`src/rtl/elevator_motion_if.sv`:
```
`default_nettype none
// +--------------------------------------------------------------------------+
// | elevator_motion_if : command/status bundle between controller and car    |
// | Rev 1.0                                                                  |
// +--------------------------------------------------------------------------+
interface elevator_motion_if #(
    parameter int F_BITS = 2
);
    logic [1:0]        command;
    logic              hold;
    logic [F_BITS-1:0] cur_floor;
    logic              door_open;
    logic              moving_up;
    logic              moving_down;
    logic              arrive_pulse;
    logic              serve_completing;
    logic              served_pulse;
    logic              cmd_err;

    modport master (
        output command,
        output hold,
        input  cur_floor,
        input  door_open,
        input  moving_up,
        input  moving_down,
        input  arrive_pulse,
        input  serve_completing,
        input  served_pulse,
        input  cmd_err
    );

    modport slave (
        input  command,
        input  hold,
        output cur_floor,
        output door_open,
        output moving_up,
        output moving_down,
        output arrive_pulse,
        output serve_completing,
        output served_pulse,
        output cmd_err
    );
endinterface
`default_nettype wire

```
`src/rtl/elevator_motion.sv`:
```
`default_nettype none
// +--------------------------------------------------------------------------+
// | elevator_motion : car travel and door dwell timing behind the controller |
// | Rev 1.0                                                                  |
// +--------------------------------------------------------------------------+
module elevator_motion #(
    parameter int N             = 4,
    parameter int F_BITS        = $clog2(N),
    parameter int TRAVEL_CYCLES = 8,
    parameter int SERVE_CYCLES  = 5,
    parameter int RESET_FLOOR   = 0
) (
    input  wire logic         clk,
    input  wire logic         rst,
    elevator_motion_if.slave  bus
);

    localparam int C_MAX  = (TRAVEL_CYCLES > SERVE_CYCLES) ? TRAVEL_CYCLES : SERVE_CYCLES;
    localparam int C_BITS = $clog2(C_MAX + 1);

    localparam logic [C_BITS-1:0] c_travel_load = C_BITS'(TRAVEL_CYCLES - 1);
    localparam logic [C_BITS-1:0] c_serve_load  = C_BITS'(SERVE_CYCLES - 1);
    localparam logic [C_BITS-1:0] c_cnt_zero    = '0;
    localparam logic [C_BITS-1:0] c_cnt_one     = C_BITS'(1);
    localparam logic [C_BITS-1:0] c_cnt_two     = C_BITS'(2);
    localparam logic [F_BITS-1:0] c_top_floor   = F_BITS'(N - 1);
    localparam logic [F_BITS-1:0] c_bot_floor   = '0;
    localparam logic [F_BITS-1:0] c_reset_floor = F_BITS'(RESET_FLOOR);
    localparam logic [F_BITS-1:0] c_floor_step  = F_BITS'(1);

    typedef enum logic [1:0] {
        S_IDLE    = 2'd0,
        S_MOVE_UP = 2'd1,
        S_MOVE_DN = 2'd2,
        S_SERVE   = 2'd3
    } state_t;

    state_t            r_state;
    state_t            w_state_nxt;
    logic [C_BITS-1:0] r_cnt;
    logic [C_BITS-1:0] w_cnt_nxt;
    logic [F_BITS-1:0] r_floor;
    logic [F_BITS-1:0] w_floor_nxt;
    logic              r_arrive;
    logic              w_arrive_nxt;
    logic              r_err;
    logic              w_err_nxt;

    always_ff @(posedge clk or posedge rst) begin
        if (rst) begin
            r_state  <= S_IDLE;
            r_cnt    <= c_cnt_zero;
            r_floor  <= c_reset_floor;
            r_arrive <= 1'b0;
            r_err    <= 1'b0;
        end else begin
            r_state  <= w_state_nxt;
            r_cnt    <= w_cnt_nxt;
            r_floor  <= w_floor_nxt;
            r_arrive <= w_arrive_nxt;
            r_err    <= w_err_nxt;
        end
    end

    always_comb begin
        w_state_nxt  = r_state;
        w_cnt_nxt    = r_cnt;
        w_floor_nxt  = r_floor;
        w_arrive_nxt = 1'b0;
        w_err_nxt    = 1'b0;
        case (r_state)
            S_IDLE: begin
                case (bus.command)
                    2'b11: begin
                        w_state_nxt = S_SERVE;
                        w_cnt_nxt   = c_serve_load;
                    end
                    2'b01: begin
                        if (r_floor < c_top_floor) begin
                            w_state_nxt = S_MOVE_UP;
                            w_cnt_nxt   = c_travel_load;
                        end else begin
                            w_err_nxt = 1'b1;
                        end
                    end
                    2'b10: begin
                        if (r_floor > c_bot_floor) begin
                            w_state_nxt = S_MOVE_DN;
                            w_cnt_nxt   = c_travel_load;
                        end else begin
                            w_err_nxt = 1'b1;
                        end
                    end
                    default: ;
                endcase
            end
            S_MOVE_UP, S_MOVE_DN: begin
                if (r_cnt == c_cnt_zero) begin
                    w_floor_nxt  = (r_state == S_MOVE_UP) ? (r_floor + c_floor_step)
                                                          : (r_floor - c_floor_step);
                    w_state_nxt  = S_IDLE;
                    w_arrive_nxt = 1'b1;
                end else begin
                    w_cnt_nxt = r_cnt - c_cnt_one;
                end
            end
            S_SERVE: begin
                // Once cnt<=1 the controller has committed its clears, so hold is too late.
                if (bus.hold && (r_cnt >= c_cnt_two)) begin
                    w_cnt_nxt = c_serve_load;
                end else if (r_cnt == c_cnt_zero) begin
                    w_state_nxt = S_IDLE;
                end else begin
                    w_cnt_nxt = r_cnt - c_cnt_one;
                end
            end
            default: begin
                w_state_nxt = S_IDLE;
                w_cnt_nxt   = c_cnt_zero;
            end
        endcase
    end

    // Outputs come from registers only, breaking any loop through the controller.
    assign bus.cur_floor        = r_floor;
    assign bus.door_open        = (r_state == S_SERVE);
    assign bus.moving_up        = (r_state == S_MOVE_UP);
    assign bus.moving_down      = (r_state == S_MOVE_DN);
    assign bus.arrive_pulse     = r_arrive;
    assign bus.serve_completing = (r_state == S_SERVE) && (r_cnt == c_cnt_one);
    assign bus.served_pulse     = (r_state == S_SERVE) && (r_cnt == c_cnt_zero);
    assign bus.cmd_err          = r_err;

endmodule
`default_nettype wire

```
`src/flat_wrapper.sv`:
```
// flat-port wrapper written by rule: the top's interface ports become plain ports
module elevator_motion_flat 
#(
    parameter int N             = 4,
    parameter int F_BITS        = $clog2(N),
    parameter int TRAVEL_CYCLES = 8,
    parameter int SERVE_CYCLES  = 5,
    parameter int RESET_FLOOR   = 0
)
  (clk, rst, bus_command, bus_hold, bus_cur_floor, bus_door_open, bus_moving_up, bus_moving_down, bus_arrive_pulse, bus_serve_completing, bus_served_pulse, bus_cmd_err);
  elevator_motion_if #(.F_BITS(F_BITS)) bus_i ();
  input  wire logic clk;
  input  wire logic rst;
  input wire logic [$bits(bus_i.command)-1:0] bus_command;
  input wire logic [$bits(bus_i.hold)-1:0] bus_hold;
  output wire logic [$bits(bus_i.cur_floor)-1:0] bus_cur_floor;
  output wire logic [$bits(bus_i.door_open)-1:0] bus_door_open;
  output wire logic [$bits(bus_i.moving_up)-1:0] bus_moving_up;
  output wire logic [$bits(bus_i.moving_down)-1:0] bus_moving_down;
  output wire logic [$bits(bus_i.arrive_pulse)-1:0] bus_arrive_pulse;
  output wire logic [$bits(bus_i.serve_completing)-1:0] bus_serve_completing;
  output wire logic [$bits(bus_i.served_pulse)-1:0] bus_served_pulse;
  output wire logic [$bits(bus_i.cmd_err)-1:0] bus_cmd_err;
  assign bus_i.command = bus_command;
  assign bus_i.hold = bus_hold;
  assign bus_cur_floor = bus_i.cur_floor;
  assign bus_door_open = bus_i.door_open;
  assign bus_moving_up = bus_i.moving_up;
  assign bus_moving_down = bus_i.moving_down;
  assign bus_arrive_pulse = bus_i.arrive_pulse;
  assign bus_serve_completing = bus_i.serve_completing;
  assign bus_served_pulse = bus_i.served_pulse;
  assign bus_cmd_err = bus_i.cmd_err;
  elevator_motion #(.N(N), .F_BITS(F_BITS), .TRAVEL_CYCLES(TRAVEL_CYCLES), .SERVE_CYCLES(SERVE_CYCLES), .RESET_FLOOR(RESET_FLOOR)) u_core (.clk(clk), .rst(rst), .bus(bus_i));
endmodule
```
`config.mk`:
```
export PLATFORM = sky130hd
export DESIGN_NAME = elevator_motion_flat
export DESIGN_NICKNAME = d
export VERILOG_FILES = /design/src/rtl/elevator_motion_if.sv /design/src/rtl/elevator_motion.sv /design/src/flat_wrapper.sv
export SDC_FILE = /design/constraint.sdc
export NUM_CORES = 1
export LEC_CHECK = 0
export CELL_PAD_IN_SITES_DETAIL_PLACEMENT = 0
export CELL_PAD_IN_SITES_GLOBAL_PLACEMENT = 1
export CORE_ASPECT_RATIO = 0.8
export CORE_UTILIZATION = 37
export DETAILED_ROUTE_END_ITERATION = 6
export PLACE_DENSITY = 0.74
export RECOVER_POWER = 25
export SYNTH_ARGS = -nofsm -noshare
export SYNTH_HDL_FRONTEND = slang
export SYNTH_SLANG_ARGS = --single-unit
export TNS_END_PERCENT = 30
```
`constraint.sdc`:
```
create_clock -name clk -period 2.6 [get_ports clk]
set_input_delay 0.26 -clock clk [delete_from_list [all_inputs] [get_ports clk]]
set_output_delay 0.26 -clock clk [all_outputs]
set_load 0.03 [all_outputs]
```
==> summary.txt, run 1 <==
Global routing
  • Number of global-route vias before repair: 501
  • Initial antenna violation count: 0
  • Global route overflow: 0
  • First-pass GRT wire length: 2.21 mm
  • GRT Overall Usage: between 10% and 20%
  • Largest net degree at the start of global routing: 11

Clocking
  • CTS tree: done
  • Clock Path Buffers: 2
  • Number of gates resized after CTS: 0
  • Cts hold-fix bufs: 0
  • Root Buffer Master: clkbuf_4
  • CTS Sinks: 10
  • Setup repair bufs after CTS: 0
  • Skew-Pair Late Insertion Delay: 0.27 ns
  • H-tree lvl count: 1
  • Num CTS Buffers: 3
  • Worst-path clk slew: 0.07 ns

Timing
  • Final critical-path required period: roughly 2.3 ns
  • Total Neg Setup Slack: 0 ns
  • Final WS setup: between 0.2 and 0.3 ns
  • Slew headroom: 74.0%
  • RSZ-0062 raised after global routing: no
  • Final setup fails: 0
  • Max Clock Freq: 427 MHz
  • Pins over their slew limit: 0
  • Hold Slack: just over 0.4 ns
  • Actual slew at the worst max-slew pin: 0.390 ns
  • Final Skew: 0.00530 ns
  • Endpoints failing hold: 0
  • Final period util: 90.1%

Critical path
  • CP Launch Type: flip-flop
  • Reg2reg setup slack: 0.64 ns
  • Max FO, Critical Path: 5
  • Critical-path top delay cell: clkdlybuf4s50_1
  • Crit path buffers/inverters: 2
  • Crit path cell chain: inv_1 -> ha_1 -> nor3b_1 -> and2_1 -> clkdlybuf4s50_1
  • R2R Path Start: u_core.r_cnt[0]
  • FF-to-FF path depth: 6
  • CP Data Arrival Time: between 2 and 2.5 ns
  • Worst path required time: roughly 2.3 ns
  • Crit end category: output port
  • Slowest cell delay on critical path: 0.66 ns
  • Reg2reg end: u_core.r_cnt[1]
  • Cell family contributing the most delay on the critical path: buffers and inverters
  • WS Path Type: flip-flop to output port

Die
  • Die Area: 2090 um^2
  • Initial Util: 41.3%
  • DIE HEIGHT: 41.1 um
  • Row cnt: 13
  • Core ar.: 1710 um^2
  • Die width: about 51 um
  • # IOs: 14

Yosys
  • Warnings, synthesis: 0
  • Largest family of logic cells by synthesized area: adder cells
  • Synth top area share: 35.5%
  • Asr flop ratio synth: 100%
  • Cells after Synth: 73
  • Post-synthesis register bit count: 10
  • Post-synth top cells: ha_1 (12), dfrtp_1 (10), inv_1 (10)
  • Netlist cell types: 27
  • Top cell type by total area after synthesis: dfrtp_1
  • Synth area leaders: dfrtp_1 (35%), ha_1 (21%), inv_1 (5.3%)
  • Share of the yosys chip area belonging to registers: 35.5%
  • Most common cell in the netlist: ha_1
  • Simple logic cell fraction of the synthesized area: between 10% and 20%
  • EDFF count, synth: 0
  • Post-Synth XOR/XNOR Area: 3.72%
  • Top_reg_cell synth: dfrtp_1
  • Mux contribution to synthesized area: 0%
  • Mapped Area: between 700 and 800 um^2
  • Compound-Gate Fraction of Synth Area: 15.1%
  • Syn avg cell area: 9.67 um^2
  • Post-synthesis adder-cell area fraction: around a fifth
  • Syn nets: 90

Placed design
  • Detailed Place HPWL: 1.05 mm
  • DP Worst Slack: 0.421 ns
  • RePlAce Congestion: 0.783
  • # port buffers: 13

Worst hold path
  • Hold Crit Class: input pin to async pin

Drt
  • Antenna Violating Nets Remaining: 0
  • Residual DRC: 0
  • Pre-antenna DRT Iters: 4
  • DRT iter0 DRCs: 13
  • Via count: about 560
  • Drt wl/cell: 11.3 um
  • DR vias/cell: 4.90
  • WL final: approximately 1.3 mm

Power and ir drop
  • Pwr Density: roughly 1300 nW/um^2
  • LEAKAGE: 0.438 nW
  • Peak VDD IR: 0.692 mV

Status
  • Status: finished, final reports clean

Finish
  • Area Growth Syn to Fin: 29.6%
  • Share of post-route cells with drive strength above 1: 9.78%
  • Nets: 110
  • Ant. Diodes: 0
  • FILL cells: 175

Run
  • MaxCap Viol Count: 0
[per-stage QoR]
step | std cells | utilization (%) | instance area [um^2] | power, W
floorplan | 73 | - | 706 | 0.000806
global placement | 110 | 51.4 | 878 | 0.00103
detailed placement | 110 | 51.4 | 878 | 0.00102
CTS | 114 | 53.6 | 915 | 0.00117
global route | 114 | 53.6 | 915 | 0.00126
finish | 114 | 53.6 | 915 | 0.00116
[per-layer routing]
layer | vias to the layer above | wire length (um) | global-route usage [%]
li1 | 291 | - | -
met1 | 256 | 673 | 18.9
met2 | 12 | 559 | 25.0
met3 | 0 | 50 | 5.56
met4 | 0 | 0 | 4.17
met5 | - | 0 | 0
[flip-flops by register name (all words and copies together), names as in the netlist]
signal and flops:
u_core.bus.arrive_pulse 1, u_core.r_cnt 4, u_core.bus.cmd_err 1, u_core.bus.cur_floor 2, u_core.r_state 2
[kinds of logic (layout without fill, tap and decap cells)]
kind of cell               after synthesis  after routing
adders and majority gates               12             12
buffers and inverters                   10             29
DFF                                     10             10
AOI/OAI and AO/OA                       13             13
xor gates and xnor gates                 3              3
and+or+nand+nor                         25             25
[how the worst max path moves through the flow]
stage	from	depth (start not counted)	slack (ns)	end
floorplan	u_core.r_cnt[0]	6	0.80	u_core.r_cnt[1]
global placement	bus_command[1]	8	0.48	u_core.r_cnt[1]
detailed placement	bus_command[1]	8	0.42	u_core.r_cnt[1]
CTS	u_core.r_cnt[0]	5	0.23	bus_served_pulse
global route	u_core.r_cnt[0]	5	0.07	bus_served_pulse
finish	u_core.r_cnt[1]	5	0.26	bus_served_pulse
[area by class of cell]
cell class	instances	area [um^2]	share of cell area [%]
clock buffer	4	36.3	3.97
inverter	10	37.5	4.10
multi-input combinational	53	418	45.7
sequential	10	250	27.4
tap	22	27.5	3.01
timing repair buffer	15	145	15.9
[cell usage in the layout, fill, tap and decap left out, types with 2 or more instances in the layout]
master,Yosys,final
a21oi_1,2,2
clkbuf_4,0,3
nor3_1,4,4
clkdlybuf4s50_1,0,12
and3_1,2,2
and2_1,3,3
nor3b_1,2,2
xnor2_1,2,2
buf_4,0,2
a32o_1,2,2
dfrtp_1,10,10
ha_1,12,12
nand2_1,3,3
nand2b_1,2,2
inv_1,10,10
nor2_1,5,5
[power by group]
part           total (W)  internal (W)  switching [W]
clock network   0.000139     0.0000850      0.0000538
logic           0.000709      0.000327       0.000382
registers       0.000309      0.000227      0.0000825
total            0.00116      0.000639       0.000518
No activity file was read; power rests on OpenSTA's default activity.
==> run 2: changes to the inputs <==
Settings changed: CORE_UTILIZATION 37 to 40, PLACE_DENSITY 0.74 to 0.86.
Clock period 2.6 ns to 2.93 ns, I/O delays scaled along.
==> run 2 against run 1 <==
- clock-buffer cell count is the same
- wire length grew 9.4%
- total power shrank 11%
- sequential cell count is the same
- cell count shrank 0.88%
- first-iteration DRC count grew 31%
- worst setup slack gained 0.18 ns
==> summary.txt, run 2 (synthesis gave the netlist of run 1 again) <==
Critical path
  • Crit end category: output port
  • Max FO, Critical Path: 5 (unchanged)
  • Crit path cell chain: inv_1 -> ha_1 -> nor3b_1 -> buf_4 -> and2_1 -> clkdlybuf4s50_1
  • Critical-path top delay cell: clkdlybuf4s50_1
  • Critical path origin: u_core.r_cnt[0]
  • Slowest cell delay on critical path: 0.65 ns (about the same)
  • CP Data Arrival Time: 2.19 ns (+0.11 ns)
  • CP Launch Type: flip-flop
  • Worst path required time: 2.64 ns (+0.30 ns)
  • R2R Path Start: u_core.r_cnt[0]
  • WS Path Type: flip-flop to output port

Finish
  • Most frequent cells in the layout: ha_1 (12), clkdlybuf4s50_1 (12), inv_1 (10), dfrtp_1 (10), nor2_1 (5)
  • Nets: 109 (-0.91%)
  • Share of post-route cells with drive strength above 1: 8.79% (-0.99 points)
  • Area Growth Syn to Fin: 28.5%
  • Largest register FFs: 4 (unchanged)
  • Top reg by flops: u_core.r_cnt
  • Fin cells: 113 (-0.88%)
  • Layout Utilization: 55.2% (+1.7 points)
  • Ant. Diodes: 0 (unchanged)

Drt
  • DR vias/cell: 5.18 (+5.6%)
  • Via count: 585 (+4.7%)
  • Pre-antenna DRT Iters: 4 (unchanged)
  • WL final: 1.40 mm (+9.4%)
  • Routed wl met2: 609 um (+8.9%)
  • DRT iter0 DRCs: 17 (+4)
  • DR WL met3: 62 um (+24%)
  • Antenna Violating Nets Remaining: 0 (unchanged)
  • Residual DRC: 0 (unchanged)
  • Top Layer Used: met4
  • Met1 Wirelength: 703 um (+4.5%)
  • Drt wl/cell: 12.4 um (+10%)

Clocking
  • CTS Sinks: 10 (unchanged)
  • Skew-Pair Late Insertion Delay: 0.27 ns (about the same)
  • Clock Path Buffers: 2 (unchanged)
  • Number of gates resized after CTS: 0 (unchanged)
  • Worst-path clk slew: 0.07 ns (about the same)
  • CTS tree: done
  • Num CTS Buffers: 3 (unchanged)
  • Setup repair bufs after CTS: 0 (unchanged)
  • Cts hold-fix bufs: 0 (unchanged)
  • Root Buffer Master: clkbuf_4
  • H-tree lvl count: 1 (unchanged)

Placed design
  • RePlAce Congestion: 0.801 (+2.2%)
  • DP Worst Slack: 0.518 ns (+0.0969 ns)
  • # port buffers: 13 (unchanged)
  • Detailed Place HPWL: 1.10 mm (+4.9%)
  • Placed insts: 109 (-0.91%)

Die
  • DIE HEIGHT: 39.6 um (-3.6%)
  • Initial Util: 43.0% (+1.6 points)
  • Core ar.: 1640 um^2 (-3.8%)
  • Row cnt: 13 (unchanged)
  • # IOs: 14 (unchanged)
  • Die width: 49.0 um (-3.7%)
  • Die Area: 1940 um^2 (-7.2%)

Power and ir drop
  • LEAKAGE: 0.433 nW (-1.0%)
  • Peak VDD IR: 0.477 mV (-31%)
  • Pwr Density: 1140 nW/um^2 (-10%)

Timing
  • Final period util: 84.9%
  • Max Clock Freq: 402 MHz
  • Total Neg Setup Slack: 0 ns (unchanged)
  • Hold Slack: 0.442 ns (+0.0365 ns)
  • Final critical-path required period: 2.49 ns
  • Slew headroom: 62.5% (-11 points)
  • Final WS setup: 0.442 ns (+0.184 ns)
  • Final setup fails: 0 (unchanged)
  • Endpoints failing hold: 0 (unchanged)
  • RSZ-0062 raised after global routing: no
  • Final Skew: 0.00270 ns (-0.00260 ns)
  • Pins over their slew limit: 0 (unchanged)
  • Actual slew at the worst max-slew pin: 0.558 ns (+0.168 ns)

Status
  • Status: finished, final reports clean

Global routing
  • GRT Overall Usage: 17.4% (+2.3 points)
  • Largest net degree at the start of global routing: 11 (unchanged)
  • Initial antenna violation count: 0 (unchanged)
  • Global route overflow: 0 (unchanged)
  • Number of global-route vias before repair: 516 (+3.0%)
  • First-pass GRT wire length: 2.35 mm (+6.0%)

Worst hold path
  • Hold Crit Class: input pin to async pin

Run
  • MaxCap Viol Count: 0 (unchanged)
[run 2: worst paths after layout]
kind / end / slack [ns] / cells after the start
setup / recovery: bus_served_pulse / 0.44 / 6
hold / removal: u_core.r_cnt[1] / 0.44 / 2
setup reg to reg: u_core.r_cnt[0] / 0.93 / 6
hold reg to reg: u_core.bus.cur_floor[1] / 0.54 / 1
max in group asynchronous: u_core.bus.arrive_pulse / 2.21 / 2
min in group clk: u_core.bus.cur_floor[1] / 0.54 / 1
[run 2: where the power goes]
group / switching [W] / leakage (nW) / internal (W)
Sequential: 0.0000762 / 0.127 / 0.000201
Clock: 0.0000520 / 0.0210 / 0.0000756
Combinational: 0.000343 / 0.286 / 0.000284
[run 2: through the flow]
step	cell area (um^2)	total power, W
global route	907	0.00113
detailed placement	871	0.000910
finish	907	0.00103
CTS	907	0.00104
floorplan	706	0.000716
global placement	871	0.000894
[run 2: cell type report]
class / instances / area [um^2]
fillers: 152 / 736
flip-flops and latches: 10 / 250
inverters: 10 / 37.5
multi-input cells: 53 / 418
repair buffers: 14 / 138
well taps: 22 / 27.5
clock buffers: 4 / 36.3
[run 2: metal layers]
layer / vias to the layer above / global-route usage, %
met5: - / 0
met4: 0 / 11.0
met3: 4 / 3.49
met2: 19 / 28.5
met1: 272 / 21.6
li1: 290 / -
[run 2: critical path: cells and delay by family (launching register included)]
kind,cells,cell delay [ns]
simple gates,2,0.33
flops,1,0.43
fa+ha+maj,1,0.23
buf+inv,3,0.92
==> run 3: changes to the inputs <==
Settings changed: CORE_UTILIZATION 40 to 37, PLACE_DENSITY 0.86 to 0.81.
Clock period 2.93 ns to 2.5 ns, I/O delays scaled along.
==> run 3 against run 2 <==
- critical path depth shrank 1
- clock skew hardly changed
- clock power up 15%
- largest cell class unchanged
- cell area up 1.4%
- sequential share of layout area fell by 0.38 points
- via count decreased by 2.7%
- total power up 18%
- sequential cell count unchanged
- register-to-register slack lost 0.39 ns
- worst setup slack got worse by 0.26 ns
- worst hold slack worse by 0.046 ns
- die area increased by 7.7%
==> summary.txt, run 3 (synthesis gave the netlist of run 1 again) <==
Status
  • Status: finished, final reports clean

Run
  • MaxCap Viol Count: 0 (unchanged)

Critical path
  • Max FO, Critical Path: 5 (unchanged)
  • Slowest cell delay on critical path: 0.66 ns (about the same)
  • Reg2reg end: u_core.r_cnt[0]
  • Reg2reg setup slack: 0.54 ns (-0.39 ns)
  • Crit path cell chain: inv_1 -> ha_1 -> nor3b_2 -> and2_1 -> clkdlybuf4s50_1
  • Crit end category: output port
  • WS Path Type: flip-flop to output port
  • Worst path required time: 2.25 ns (-0.39 ns)
  • Critical-path top delay cell: clkdlybuf4s50_1
  • R2R Path Start: u_core.r_cnt[0]
  • CP Launch Type: flip-flop
  • FF-to-FF path depth: 6 (unchanged)
  • Cell family contributing the most delay on the critical path: buffers and inverters
  • Crit path buffers/inverters: 2 (-1)
  • CP Data Arrival Time: 2.07 ns (-0.12 ns)

Clocking
  • Clock Path Buffers: 2 (unchanged)
  • CTS tree: done
  • Worst-path clk slew: 0.07 ns (about the same)
  • Num CTS Buffers: 3 (unchanged)
  • Setup repair bufs after CTS: 0 (unchanged)
  • Cts hold-fix bufs: 0 (unchanged)
  • H-tree lvl count: 1 (unchanged)
  • Root Buffer Master: clkbuf_4
  • Skew-Pair Late Insertion Delay: 0.27 ns (about the same)
  • CTS Sinks: 10 (unchanged)

Timing
  • Pins over their slew limit: 0 (unchanged)
  • Endpoints failing hold: 0 (unchanged)
  • Final period util: 92.6%
  • Final Skew: 0.00266 ns (-0.0000386 ns)
  • Hold Slack: 0.396 ns (-0.0464 ns)
  • Final critical-path required period: 2.32 ns
  • Final setup fails: 0 (unchanged)
  • Final WS setup: 0.184 ns (-0.258 ns)
  • Total Neg Setup Slack: 0 ns (unchanged)
  • Max Clock Freq: 432 MHz
  • RSZ-0062 raised after global routing: no
  • Slew headroom: 74.3% (+12 points)
  • Actual slew at the worst max-slew pin: 0.382 ns (-0.176 ns)

Drt
  • Antenna Violating Nets Remaining: 0 (unchanged)
  • WL final: 1.34 mm (-4.5%)
  • Via count: 569 (-2.7%)
  • DRT iter0 DRCs: 19 (+2)
  • Residual DRC: 0 (unchanged)
  • Pre-antenna DRT Iters: 4 (unchanged)
  • DR vias/cell: 4.99 (-3.6%)
  • Drt wl/cell: 11.8 um (-5.3%)

Finish
  • Layout Utilization: 53.8% (-1.4 points)
  • Area Growth Syn to Fin: 30.3%
  • Top reg by flops: u_core.r_cnt
  • Most frequent cells in the layout: ha_1 (12), clkdlybuf4s50_1 (12), inv_1 (10), dfrtp_1 (10), nor2_1 (5)
  • Largest register FFs: 4 (unchanged)
  • Nets: 110 (+0.92%)
  • Share of post-route cells with drive strength above 1: 10.9% (+2.1 points)
  • Fin cells: 114 (+0.88%)
  • Ant. Diodes: 0 (unchanged)

Worst hold path
  • Hold Crit Class: input pin to async pin

Die
  • Die Area: 2090 um^2 (+7.7%)
  • # IOs: 14 (unchanged)
  • DIE HEIGHT: 41.1 um (+3.8%)
  • Initial Util: 41.3% (-1.6 points)
  • Die width: 50.8 um (+3.8%)
  • Row cnt: 13 (unchanged)
  • Core ar.: 1710 um^2 (+4.0%)

Global routing
  • Global route overflow: 0 (unchanged)
  • Number of global-route vias before repair: 510 (-1.2%)
  • GRT Overall Usage: 15.0% (-2.4 points)
  • Largest net degree at the start of global routing: 11 (unchanged)
  • First-pass GRT wire length: 2.17 mm (-7.4%)
  • Initial antenna violation count: 0 (unchanged)

Power and ir drop
  • Net Sw Frac: 45.0% (-0.70 points)
  • Power Internal: 0.000668 W (+19%)
  • Seq pwr share: 26.4% (-0.5 points)
  • Combinational power share: 61.4% (+0.6 points)
  • Pwr Density: 1320 nW/um^2 (+16%)
  • Clk network pwr share: 12.1% (-0.3 points)
  • Peak VDD IR: 0.531 mV (+11%)
  • NetSw: 0.000545 W (+16%)
  • LEAKAGE: 0.440 nW (+1.6%)

Placed design
  • DP Worst Slack: 0.333 ns (-0.185 ns)
  • Detailed Place HPWL: 1.06 mm (-4.2%)
  • # port buffers: 13 (unchanged)
  • RePlAce Congestion: 0.817 (+2.1%)
  • Placed insts: 110 (+0.92%)
run 3: cell type report:
type	count	area [um^2]
inverter	10	37.5
multi-input combinational	53	423
tap	22	27.5
sequential	10	250
timing repair buffer	15	145
fill	153	788
clock buffer	4	36.3
run 3: per-stage QoR:
stage          cell area, um^2  power, W
2_1_floorplan              706  0.000839
3_3_place_gp               878   0.00106
3_5_place_dp               878   0.00106
4_1_cts                    915   0.00121
5_1_grt                    920   0.00132
6_report                   920   0.00121
run 3: routing by layer:
metal | vias to the layer above | global-route usage (%) | wire [um]
met5 | - | 0 | 0
met4 | 0 | 4.17 | 0
met3 | 0 | 5.93 | 80
met2 | 13 | 24.7 | 564
met1 | 266 | 18.8 | 695
li1 | 290 | - | -
run 3: worst max-delay path by stage:
stage / startpoint / to / slack, ns / depth (start not counted)
finish: u_core.r_cnt[0] / bus_served_pulse / 0.18 / 5
floorplan: u_core.r_cnt[0] / u_core.r_cnt[1] / 0.70 / 6
CTS: u_core.r_cnt[0] / bus_served_pulse / 0.05 / 5
global placement: bus_command[1] / u_core.r_cnt[1] / 0.39 / 8
detailed placement: bus_command[1] / u_core.r_cnt[1] / 0.33 / 8
global route: u_core.r_cnt[1] / bus_served_pulse / 0.05 / 5
run 3: power groups by stage:
stage	logic, W	registers, W	clock network (W)
final	0.000745	0.000321	0.000147
after global routing	0.000827	0.000332	0.000158
after CTS	0.000746	0.000317	0.000150
after detailed placement	0.000742	0.000321	0
after global placement	0.000740	0.000320	0
after floorplan	0.000490	0.000349	0
run 3: repair_timing:
item | in CTS | in global routing
hold endpoints to repair | 0 | 0
setup endpoints to repair | 0 | 1
resized for setup | 0 | 1
